[src/rtl/ps2_entry_pkg.sv]
// Shared definitions for the PS/2 numeric entry controller: scan-code
// constants (set 2), buffer limits and the prefix FSM state type.
package ps2_entry_pkg;

  // Digit make codes, indexed by the BCD value they produce
  localparam logic [7:0] SC_DIGIT_0 = 8'h45;
  localparam logic [7:0] SC_DIGIT_1 = 8'h16;
  localparam logic [7:0] SC_DIGIT_2 = 8'h1E;
  localparam logic [7:0] SC_DIGIT_3 = 8'h26;
  localparam logic [7:0] SC_DIGIT_4 = 8'h25;
  localparam logic [7:0] SC_DIGIT_5 = 8'h2E;
  localparam logic [7:0] SC_DIGIT_6 = 8'h36;
  localparam logic [7:0] SC_DIGIT_7 = 8'h3D;
  localparam logic [7:0] SC_DIGIT_8 = 8'h3E;
  localparam logic [7:0] SC_DIGIT_9 = 8'h46;

  // Prefix bytes and editing keys
  localparam logic [7:0] SC_BREAK     = 8'hF0;
  localparam logic [7:0] SC_EXTENDED  = 8'hE0;
  localparam logic [7:0] SC_BACKSPACE = 8'h66;
  localparam logic [7:0] SC_ENTER     = 8'h5A;
  localparam logic [7:0] SC_ESCAPE    = 8'h76;

  // Entry buffer holds at most this many BCD digits
  localparam logic [2:0] MAX_DIGITS = 3'd4;

  // Where we are inside a multi-byte PS/2 sequence
  typedef enum logic [1:0] {
    ST_IDLE    = 2'd0,
    ST_BRK     = 2'd1,
    ST_EXT     = 2'd2,
    ST_EXT_BRK = 2'd3
  } prefix_state_t;

endpackage

[src/rtl/ps2_digit_decode.sv]
// Combinational map from a set-2 scan byte to a BCD digit.
// is_digit is low for any byte that is not one of the ten digit keys.
module ps2_digit_decode
  import ps2_entry_pkg::*;
(
  input  logic [7:0] scan_byte,
  output logic       is_digit,
  output logic [3:0] bcd
);

  // Lookup of the ten top-row digit make codes
  always_comb begin
    is_digit = 1'b1;
    bcd      = 4'd0;
    case (scan_byte)
      SC_DIGIT_0: bcd = 4'd0;
      SC_DIGIT_1: bcd = 4'd1;
      SC_DIGIT_2: bcd = 4'd2;
      SC_DIGIT_3: bcd = 4'd3;
      SC_DIGIT_4: bcd = 4'd4;
      SC_DIGIT_5: bcd = 4'd5;
      SC_DIGIT_6: bcd = 4'd6;
      SC_DIGIT_7: bcd = 4'd7;
      SC_DIGIT_8: bcd = 4'd8;
      SC_DIGIT_9: bcd = 4'd9;
      default:    is_digit = 1'b0;
    endcase
  end

endmodule

[src/rtl/ps2_entry_ctrl.sv]
// PS/2 numeric entry controller: tracks make/break/extended prefixes,
// suppresses typematic repeats and edits a 4-digit BCD buffer that is
// committed with enter and handed off with an entry_valid/entry_ack pair.
// Optional build macro PS2_ENTRY_TIMEOUT_EN discards a partial prefix
// sequence after TIMEOUT_CYCLES idle cycles.
module ps2_entry_ctrl
  import ps2_entry_pkg::*;
#(
  parameter int unsigned TIMEOUT_CYCLES = 2000000
) (
  input  logic        CLK100MHZ,
  input  logic        CPU_RESETN,
  input  logic [7:0]  scan_byte,
  input  logic        scan_valid,
  input  logic        entry_ack,
  output logic [15:0] digits,
  output logic [2:0]  digit_count,
  output logic [15:0] entry_data,
  output logic        entry_valid,
  output logic        key_released,
  output logic        overflow
);

  prefix_state_t state;
  prefix_state_t state_next;

  logic       make_event;
  logic       make_ext;
  logic       break_event;
  logic       timeout_hit;
  logic [7:0] held_code;

  logic       is_digit;
  logic [3:0] bcd;

  logic       new_key;
  logic       accept;
  logic       do_digit;
  logic       do_bksp;
  logic       do_esc;
  logic       do_enter;

  ps2_digit_decode u_decode (
    .scan_byte (scan_byte),
    .is_digit  (is_digit),
    .bcd       (bcd)
  );

`ifdef PS2_ENTRY_TIMEOUT_EN
  localparam int unsigned CNT_W = $clog2(TIMEOUT_CYCLES + 1);

  logic [CNT_W-1:0] idle_cnt;

  // Count cycles since the last scan byte, saturating at the limit
  always_ff @(posedge CLK100MHZ or negedge CPU_RESETN) begin
    if (!CPU_RESETN) begin
      idle_cnt <= '0;
    end else if (scan_valid) begin
      idle_cnt <= '0;
    end else if (idle_cnt != CNT_W'(TIMEOUT_CYCLES)) begin
      idle_cnt <= idle_cnt + CNT_W'(1);
    end
  end

  // The edge that brings the counter to the limit also drops the prefix
  assign timeout_hit = (idle_cnt == CNT_W'(TIMEOUT_CYCLES - 1));
`else
  assign timeout_hit = 1'b0;

  // TIMEOUT_CYCLES only has meaning in the timeout build
  if (TIMEOUT_CYCLES == 0) begin : g_timeout_inert
  end
`endif

  // Prefix state register
  always_ff @(posedge CLK100MHZ or negedge CPU_RESETN) begin
    if (!CPU_RESETN) begin
      state <= ST_IDLE;
    end else begin
      state <= state_next;
    end
  end

  // Prefix transitions; a fresh byte always wins over a timeout
  always_comb begin
    state_next = state;
    if (scan_valid) begin
      case (state)
        ST_IDLE: begin
          if (scan_byte == SC_BREAK) begin
            state_next = ST_BRK;
          end else if (scan_byte == SC_EXTENDED) begin
            state_next = ST_EXT;
          end
        end
        ST_EXT: begin
          if (scan_byte == SC_BREAK) begin
            state_next = ST_EXT_BRK;
          end else begin
            state_next = ST_IDLE;
          end
        end
        default: state_next = ST_IDLE;
      endcase
    end else if (timeout_hit && (state != ST_IDLE)) begin
      state_next = ST_IDLE;
    end
  end

  // Classify the incoming byte as a make, extended make or break
  always_comb begin
    make_event  = 1'b0;
    make_ext    = 1'b0;
    break_event = 1'b0;
    if (scan_valid) begin
      case (state)
        ST_IDLE: begin
          make_event = (scan_byte != SC_BREAK) && (scan_byte != SC_EXTENDED);
        end
        ST_EXT: begin
          make_event = (scan_byte != SC_BREAK);
          make_ext   = 1'b1;
        end
        default: break_event = 1'b1;
      endcase
    end
  end

  // Key actions: repeats of the held key and anything while an entry is
  // pending are dropped; only keypad enter survives among extended makes
  always_comb begin
    new_key  = make_event && (scan_byte != held_code);
    accept   = new_key && !entry_valid;
    do_digit = accept && !make_ext && is_digit;
    do_bksp  = accept && !make_ext && (scan_byte == SC_BACKSPACE);
    do_esc   = accept && !make_ext && (scan_byte == SC_ESCAPE);
    do_enter = accept && (scan_byte == SC_ENTER) && (digit_count != 3'd0);
  end

  // Remember the key currently held down, forget it when it is released
  always_ff @(posedge CLK100MHZ or negedge CPU_RESETN) begin
    if (!CPU_RESETN) begin
      held_code <= 8'h00;
    end else if (make_event) begin
      held_code <= scan_byte;
    end else if (break_event && (scan_byte == held_code)) begin
      held_code <= 8'h00;
    end
  end

  // One-cycle pulse for every completed break sequence
  always_ff @(posedge CLK100MHZ or negedge CPU_RESETN) begin
    if (!CPU_RESETN) begin
      key_released <= 1'b0;
    end else begin
      key_released <= break_event;
    end
  end

  // Entry buffer editing: shift in digits, backspace, escape, commit
  always_ff @(posedge CLK100MHZ or negedge CPU_RESETN) begin
    if (!CPU_RESETN) begin
      digits      <= 16'h0000;
      digit_count <= 3'd0;
      overflow    <= 1'b0;
    end else if (do_digit) begin
      if (digit_count < MAX_DIGITS) begin
        digits      <= {digits[11:0], bcd};
        digit_count <= digit_count + 3'd1;
      end else begin
        overflow <= 1'b1;
      end
    end else if (do_bksp) begin
      if (digit_count != 3'd0) begin
        digits      <= {4'h0, digits[15:4]};
        digit_count <= digit_count - 3'd1;
      end
    end else if (do_esc || do_enter) begin
      digits      <= 16'h0000;
      digit_count <= 3'd0;
      overflow    <= 1'b0;
    end
  end

  // Committed entry handshake with the consumer
  always_ff @(posedge CLK100MHZ or negedge CPU_RESETN) begin
    if (!CPU_RESETN) begin
      entry_data  <= 16'h0000;
      entry_valid <= 1'b0;
    end else if (do_enter) begin
      entry_data  <= digits;
      entry_valid <= 1'b1;
    end else if (entry_ack) begin
      entry_valid <= 1'b0;
    end
  end

endmodule

[config.mk]
export PLATFORM = sky130hd
export DESIGN_NAME = ps2_entry_ctrl
export DESIGN_NICKNAME = d
export VERILOG_FILES = /design/src/rtl/ps2_entry_pkg.sv /design/src/rtl/ps2_digit_decode.sv /design/src/rtl/ps2_entry_ctrl.sv
export SDC_FILE = /design/constraint.sdc
export NUM_CORES = 1
export LEC_CHECK = 0
export ABC_AREA = 1
export CORE_MARGIN = 2
export CORE_UTILIZATION = 55
export DETAILED_ROUTE_END_ITERATION = 10
export PLACE_DENSITY = 0.84
export SLEW_MARGIN = 0
export SYNTH_ARGS = -nofsm -noshare
export SYNTH_HDL_FRONTEND = slang
export SYNTH_SLANG_ARGS = --single-unit
export TNS_END_PERCENT = 50
[constraint.sdc]
create_clock -name CLK100MHZ -period 3.9 [get_ports CLK100MHZ]
set_input_delay 0.975 -clock CLK100MHZ [delete_from_list [all_inputs] [get_ports CLK100MHZ]]
set_output_delay 0.975 -clock CLK100MHZ [all_outputs]
set_load 0.02 [all_outputs]
* After elaboration in Yosys (flattened, before gate mapping) *
Index checks and enable logic that the tools add are counted.

word-level totals
  register bits after elaboration = 48
  input port bits = 12
  output and inout bits = 38
  logic and storage cells = 90

operators by class
  $add $sub $neg = 2
  $lt $le $gt $ge = 1
  equality and inequality tests = 25
  mux-type cells = 30
  reduce and logical (&&, ||, !) cells = 24

operators by type and width
  kind                 number
  $mux 16              5
  $eq 8x6->1 const B   6
  $eq 8x7->1 const B   5
  $pmux 4 s9           1
  $eq 8x5->1 const B   2
  $eq 8x8->1 const B   2
  $mux 8               2
  $ne 8x8->1 const B   2
  $mux 3               5
  $mux 1               12
  $logic_and 1x1->1    10
  $reduce_or 10->1     1
  $eq 8x8->1           1
  $ne 8x8->1           1
  $mux 2               3
  $reduce_and 3->1     2
  $reduce_bool 2->1    3
  $reduce_bool 3->1    2
  $ne 2x2->1 const B   2
  $pmux 2 s2           1
  $add 3x1->3 const B  1
  $lt 3x3->1 const B   1
  $ne 3x2->1 const B   1
  $ne 3x3->1 const B   1
  other kinds (9)      10

* Logic depth before layout (Yosys ltp) *
  depth in word-level cells = 12
  gate-level depth with buffers = 15
  depth with buffers taken out = 14

* Modules after synthesis *
From an unflattened synthesis, not the netlist that was laid out.

second synthesis, totals
  cells, all modules = 392
  area, all modules = 2,822.7 µm²

by module, submodules not included
  module            times used  cells an instance  area each (µm²)  sequential area each (µm²)
  ps2_entry_ctrl    1           338                2,555.0          1,201.2
  ps2_digit_decode  1           54                 267.8            0.0

* Worst setup path before layout *
OpenSTA, ideal clock, no wires.

  path type = input -> register
  from = in scan_byte[0]
  to = reg digits[12]
  setup time = 117 ps
  arrival time = 2,251 ps
  required time = 3,783 ps
  slack = 1,531 ps
  stages on the path = 12
  path buffers = 2
  path through = inv_2 nand2_1 nor2_4 inv_2 nor3_2 nand4_1 nand2_1 inv_2 buf_6 buf_6 nand3_1 nand2_1

on the way
  word-level cells in the longest chain between the ends = 11
  elaborated cells on any way between the ends = 36
  those cells by class = eq/ne (18); mux (5); reduce/logical (13)

ends and longest elaborated chain
  what                                  RTL line                                      RTL
  start, declared                       ps2_entry_ctrl.sv:13                          input logic [7:0] scan_byte,
  $ne 8x8->1 (on tied branches)         ps2_entry_ctrl.sv:118, ps2_entry_ctrl.sv:121
  $logic_and 1x1->1                     ps2_entry_ctrl.sv:118                         make_event = (scan_byte != SC_BREAK) && (scan_byte != SC_EXTENDED);
  $pmux 1 s2                            ps2_entry_ctrl.sv:116                         case (state)
  $mux 1                                ps2_entry_ctrl.sv:115                         if (scan_valid) begin
  $logic_and 1x1->1                     ps2_entry_ctrl.sv:132                         new_key = make_event && (scan_byte != held_code);
  $logic_and 1x1->1                     ps2_entry_ctrl.sv:133                         accept = new_key && !entry_valid;
  $logic_and 1x1->1 (on tied branches)  -
  $logic_and 1x1->1 (on tied branches)  ps2_entry_ctrl.sv:136, ps2_entry_ctrl.sv:137
  $logic_or 1x1->1                      ps2_entry_ctrl.sv:178                         end else if (do_esc || do_enter) begin
  $reduce_bool 3->1 (no source line)    -
  $reduce_and 3->1 (no source line)     -
  end signal, assigned                  ps2_entry_ctrl.sv:168                         digits <= {digits[11:0], bcd};
  end signal, assigned                  ps2_entry_ctrl.sv:175                         digits <= {4'h0, digits[15:4]};
  end, declared                         ps2_entry_ctrl.sv:16                          output logic [15:0] digits,

Parallel ways exist; a longest one is shown, timed or not.
A chain may end at the register's enable or synchronous reset.

* Worst setup path in the final report *
  from = in scan_byte[2]
  to = reg digits[10]

Same word-level chain as after synthesis.

==> flow_summary_export.csv <==
group,metric,value,unit
floorplan,core_area,4720,um2
timing,post-route-min-period,3150,ps
floorplan,die_y,74.1,um
drt,drc,0,
floorplan,die_w,74.1,um
placement,numPortBuffers,49,
clocking,cts.path.max_buffers,2,
logic_synthesis,seq_area_frac_synth,0.444,
drt,vias,2423,
clocking,cts_repair_resize_count,0,
drt,via_per_inst,5.26,
hold_path,hold_depth,2,
critical_path,crit_arrival,3350,ps
power,p_int,0.000850,W
power,p_leak,1.61,nW
logic_synthesis,yosys_warnings,0,
floorplan,ios,50,
timing,maxSlewHeadroom,0.291,
drt,drtAntennaViolNets,0,
clocking,cts_buffers,5,
logic_synthesis,syn-instance-count,345,
critical_path,rr_worst_depth,12,
job,maxCapViolCount,0,
power,p_switching,0.000382,W
placement,dp.cells,453,
drt,wl_per_cell,12.8,um
timing,rsz0062_at_grt,"no",
finish,utilization,0.705,
timing,min_period_over_period,0.808,
power,clock_power_share,0.318,
global_routing,grt_pass1_wl,10000,um
global_routing,overflow,0,
finish,num-nets-final,408,
power,power_frac_seq,0.464,
critical_path,cp.required,4100,ps
global_routing,grt_max_degree,49,
clocking,insertion_delay,320,ps
logic_synthesis,synth_edf_count,0,
timing,max_freq,0.318,GHz
power,p_per_area,370,nW/um2
timing,setup-violations-final,0,
global_routing,antenna_found_initial,0,
critical_path,cp_max_fo,28,
logic_synthesis,yosys-top-cells-area,"dfrtp_1, nand2_1, nand3_1",
placement,gp_congestion,0.964,
timing,tightest_slew,1060,ps
logic_synthesis,yosysMostFrequentCell,"nand2_1",
power,switching_share,0.310,
logic_synthesis,syn_avg_cell_area,7.84,um2
logic_synthesis,synth_common_cells,"nand2_1, dfrtp_1, inv_1, nand3_1, o21ai_0",
logic_synthesis,netlist_area,2710,um2
clocking,clk_pin_slew,90,ps
clocking,hold_buffers,0,
timing,fin_worst_skew,9.89,ps
logic_synthesis,syn_nets,360,
drt,routed_wl,5910,um
clocking,htree_num_levels,2,
critical_path,critical-path-max-stage-delay,550,ps
clocking,cts_setup_buffers,0,
drt,dr.pass1.iters,4,
clocking,cts_tree,"built",
timing,final_hold_viol_count,0,
timing,report.final.slew_viol_count,0,
finish,final_cells,461,
floorplan,start_util,0.573,
finish,area.growth.synth_to_final,23.2,%
finish,drive_gt1_frac,0.109,
logic_synthesis,synth_top_area_share,0.444,
clocking,clock-sinks,48,
logic_synthesis,synth_ff_type,"dfrtp_1",
critical_path,cpMostUsedCell,"nand2_1",
critical_path,startpoint_type,"input pin",
critical_path,cp_cell_sequence,"clkdlybuf4s50_1 > inv_2 > nand2_1 > nor2_1 > nand2_1 > nand3_1 > nand2_1 > inv_2 > nor2_4 > nand3_4 > nand3_2 > nand2_4 > nand2_1 > nand2_1",
power,power_frac_comb,0.218,
logic_synthesis,ys_ff_latch,48,
critical_path,path_class,"input pin to flip-flop",
drt,drt_iter0_markers,192,
timing,finalSetupTns,0,ps
floorplan,die_area,5500,um2
power,vdd_drop_max,0.289,mV
status,outcome,"complete, no violations",
power,finalPower,0.00123,W
floorplan,num_rows,25,
finish,num_antenna_cells,0,
finish,nFillCells,383,
hold_path,holdCritPathClass,"flip-flop to flip-flop",
clocking,root_buffer,"clkbuf_8",
logic_synthesis,synth_async_sr_flop_share,1.00,
critical_path,worst_path_max_delay_cell,"clkdlybuf4s50_1",
placement,hpwlAfterDp,4270,um
logic_synthesis,yosysTopAreaCell,"dfrtp_1",
global_routing,grt_pass1_vias,2281,
global_routing,track_usage,0.237,
logic_synthesis,ys_types,28,
critical_path,end_kind,"flip-flop",
[stage by stage]
stage | area, um2 | setup WS (ps) | hold slack [ps]
3_3_place_gp | 3210 | 485 | 465
4_1_cts | 3330 | 762 | 495
3_5_place_dp | 3210 | 464 | 472
5_1_grt | 3330 | 480 | 513
2_1_floorplan | 2710 | 1530 | 508
6_report | 3330 | 751 | 491
[final timing paths]
| kind | start | end | slack, ps |
|---|---|---|---|
| setup / recovery | scan_byte[2] | digits[10]$_DFFE_PN0P_ | 750 |
| hold / removal | entry_data[14]$_DFFE_PN0P_ | entry_data[14]$_DFFE_PN0P_ | 490 |
| setup reg to reg | state[0]$_DFFE_PN0P_ | digits[10]$_DFFE_PN0P_ | 1520 |
| hold reg to reg | entry_data[14]$_DFFE_PN0P_ | entry_data[14]$_DFFE_PN0P_ | 490 |
| max in group asynchronous | CPU_RESETN | key_released$_DFF_PN0_ | 2410 |
| min in group asynchronous | CPU_RESETN | entry_data[8]$_DFFE_PN0P_ | 840 |
[state kept, by name, indices dropped and copies added, names as in the netlist]
name	cells
digit_count	3
digits	16
entry_data	16
entry_valid	1
held_code	8
key_released	1
overflow	1
state	2
[critical path, delay by kind of cell]
kind	cells	cell delay, ps
and+or+nand+nor	11	1660
buffers and inverters	3	720
[final cells by class]
cell class	instances	area (um2)	area share
clock inverters	2	38.8	0.0116
repair buffers	51	500	0.150
inverters	44	165	0.0496
multi-input cells	243	1260	0.378
flip-flops and latches	48	1200	0.360
clock buffers	6	82.6	0.0248
well taps	67	83.8	0.0252
[logic make-up after synthesis]
family          count (synthesis)  share of synthesized area
simple gates                  188                      0.327
buf+inv                        54                     0.0902
mux                             7                     0.0291
compound gates                 40                     0.0796
fa+ha+maj                       3                     0.0139
xor+xnor                        5                     0.0162
flops                          48                      0.444
[power by group through the flow]
stage | combinational [W] | clock, W | sequential, W
finish | 0.000269 | 0.000392 | 0.000572
global route | 0.000308 | 0.000414 | 0.000577
CTS | 0.000268 | 0.000394 | 0.000572
detailed placement | 0.000268 | 0 | 0.000581
floorplan | 0.000205 | 0 | 0.000577
global placement | 0.000260 | 0 | 0.000581
[routing by layer]
layer  vias to the layer above  wire length [um]  track usage
li1                       1202                 -            -
met1                      1126              2530        0.287
met2                        80              2890        0.403
met3                        15               322       0.0556
met4                         0               166        0.109
met5                         -                 0            0
[layout by cell type (no fill, tap or decap)]
| cell | Yosys | final |
|---|---|---|
| nor2_4 | 3 | 3 |
| nand2_4 | 1 | 1 |
| mux2_2 | 7 | 7 |
| nor3_1 | 2 | 2 |
| a32o_1 | 1 | 1 |
| o21ai_1 | 3 | 3 |
| bufinv_16 | 0 | 1 |
| xnor2_1 | 4 | 4 |
| nand3_2 | 12 | 12 |
| inv_1 | 38 | 38 |
| o21ai_0 | 28 | 28 |
| buf_4 | 1 | 2 |
| ha_1 | 3 | 3 |
| clkbuf_8 | 0 | 6 |
| clkinv_4 | 0 | 1 |
| xor2_1 | 1 | 1 |
| and2_1 | 1 | 1 |
| nor3_2 | 1 | 1 |
| buf_2 | 3 | 1 |
| nand4_1 | 1 | 1 |
| nor2_1 | 23 | 23 |
| inv_2 | 6 | 6 |
| nand3_4 | 1 | 1 |
| clkdlybuf4s50_1 | 0 | 48 |
| o22ai_1 | 8 | 8 |
| nand2_1 | 107 | 107 |
| nand3_1 | 35 | 35 |
| dfrtp_1 | 48 | 48 |
| nor2_2 | 1 | 1 |
No activity file was read; power rests on OpenSTA's default activity.
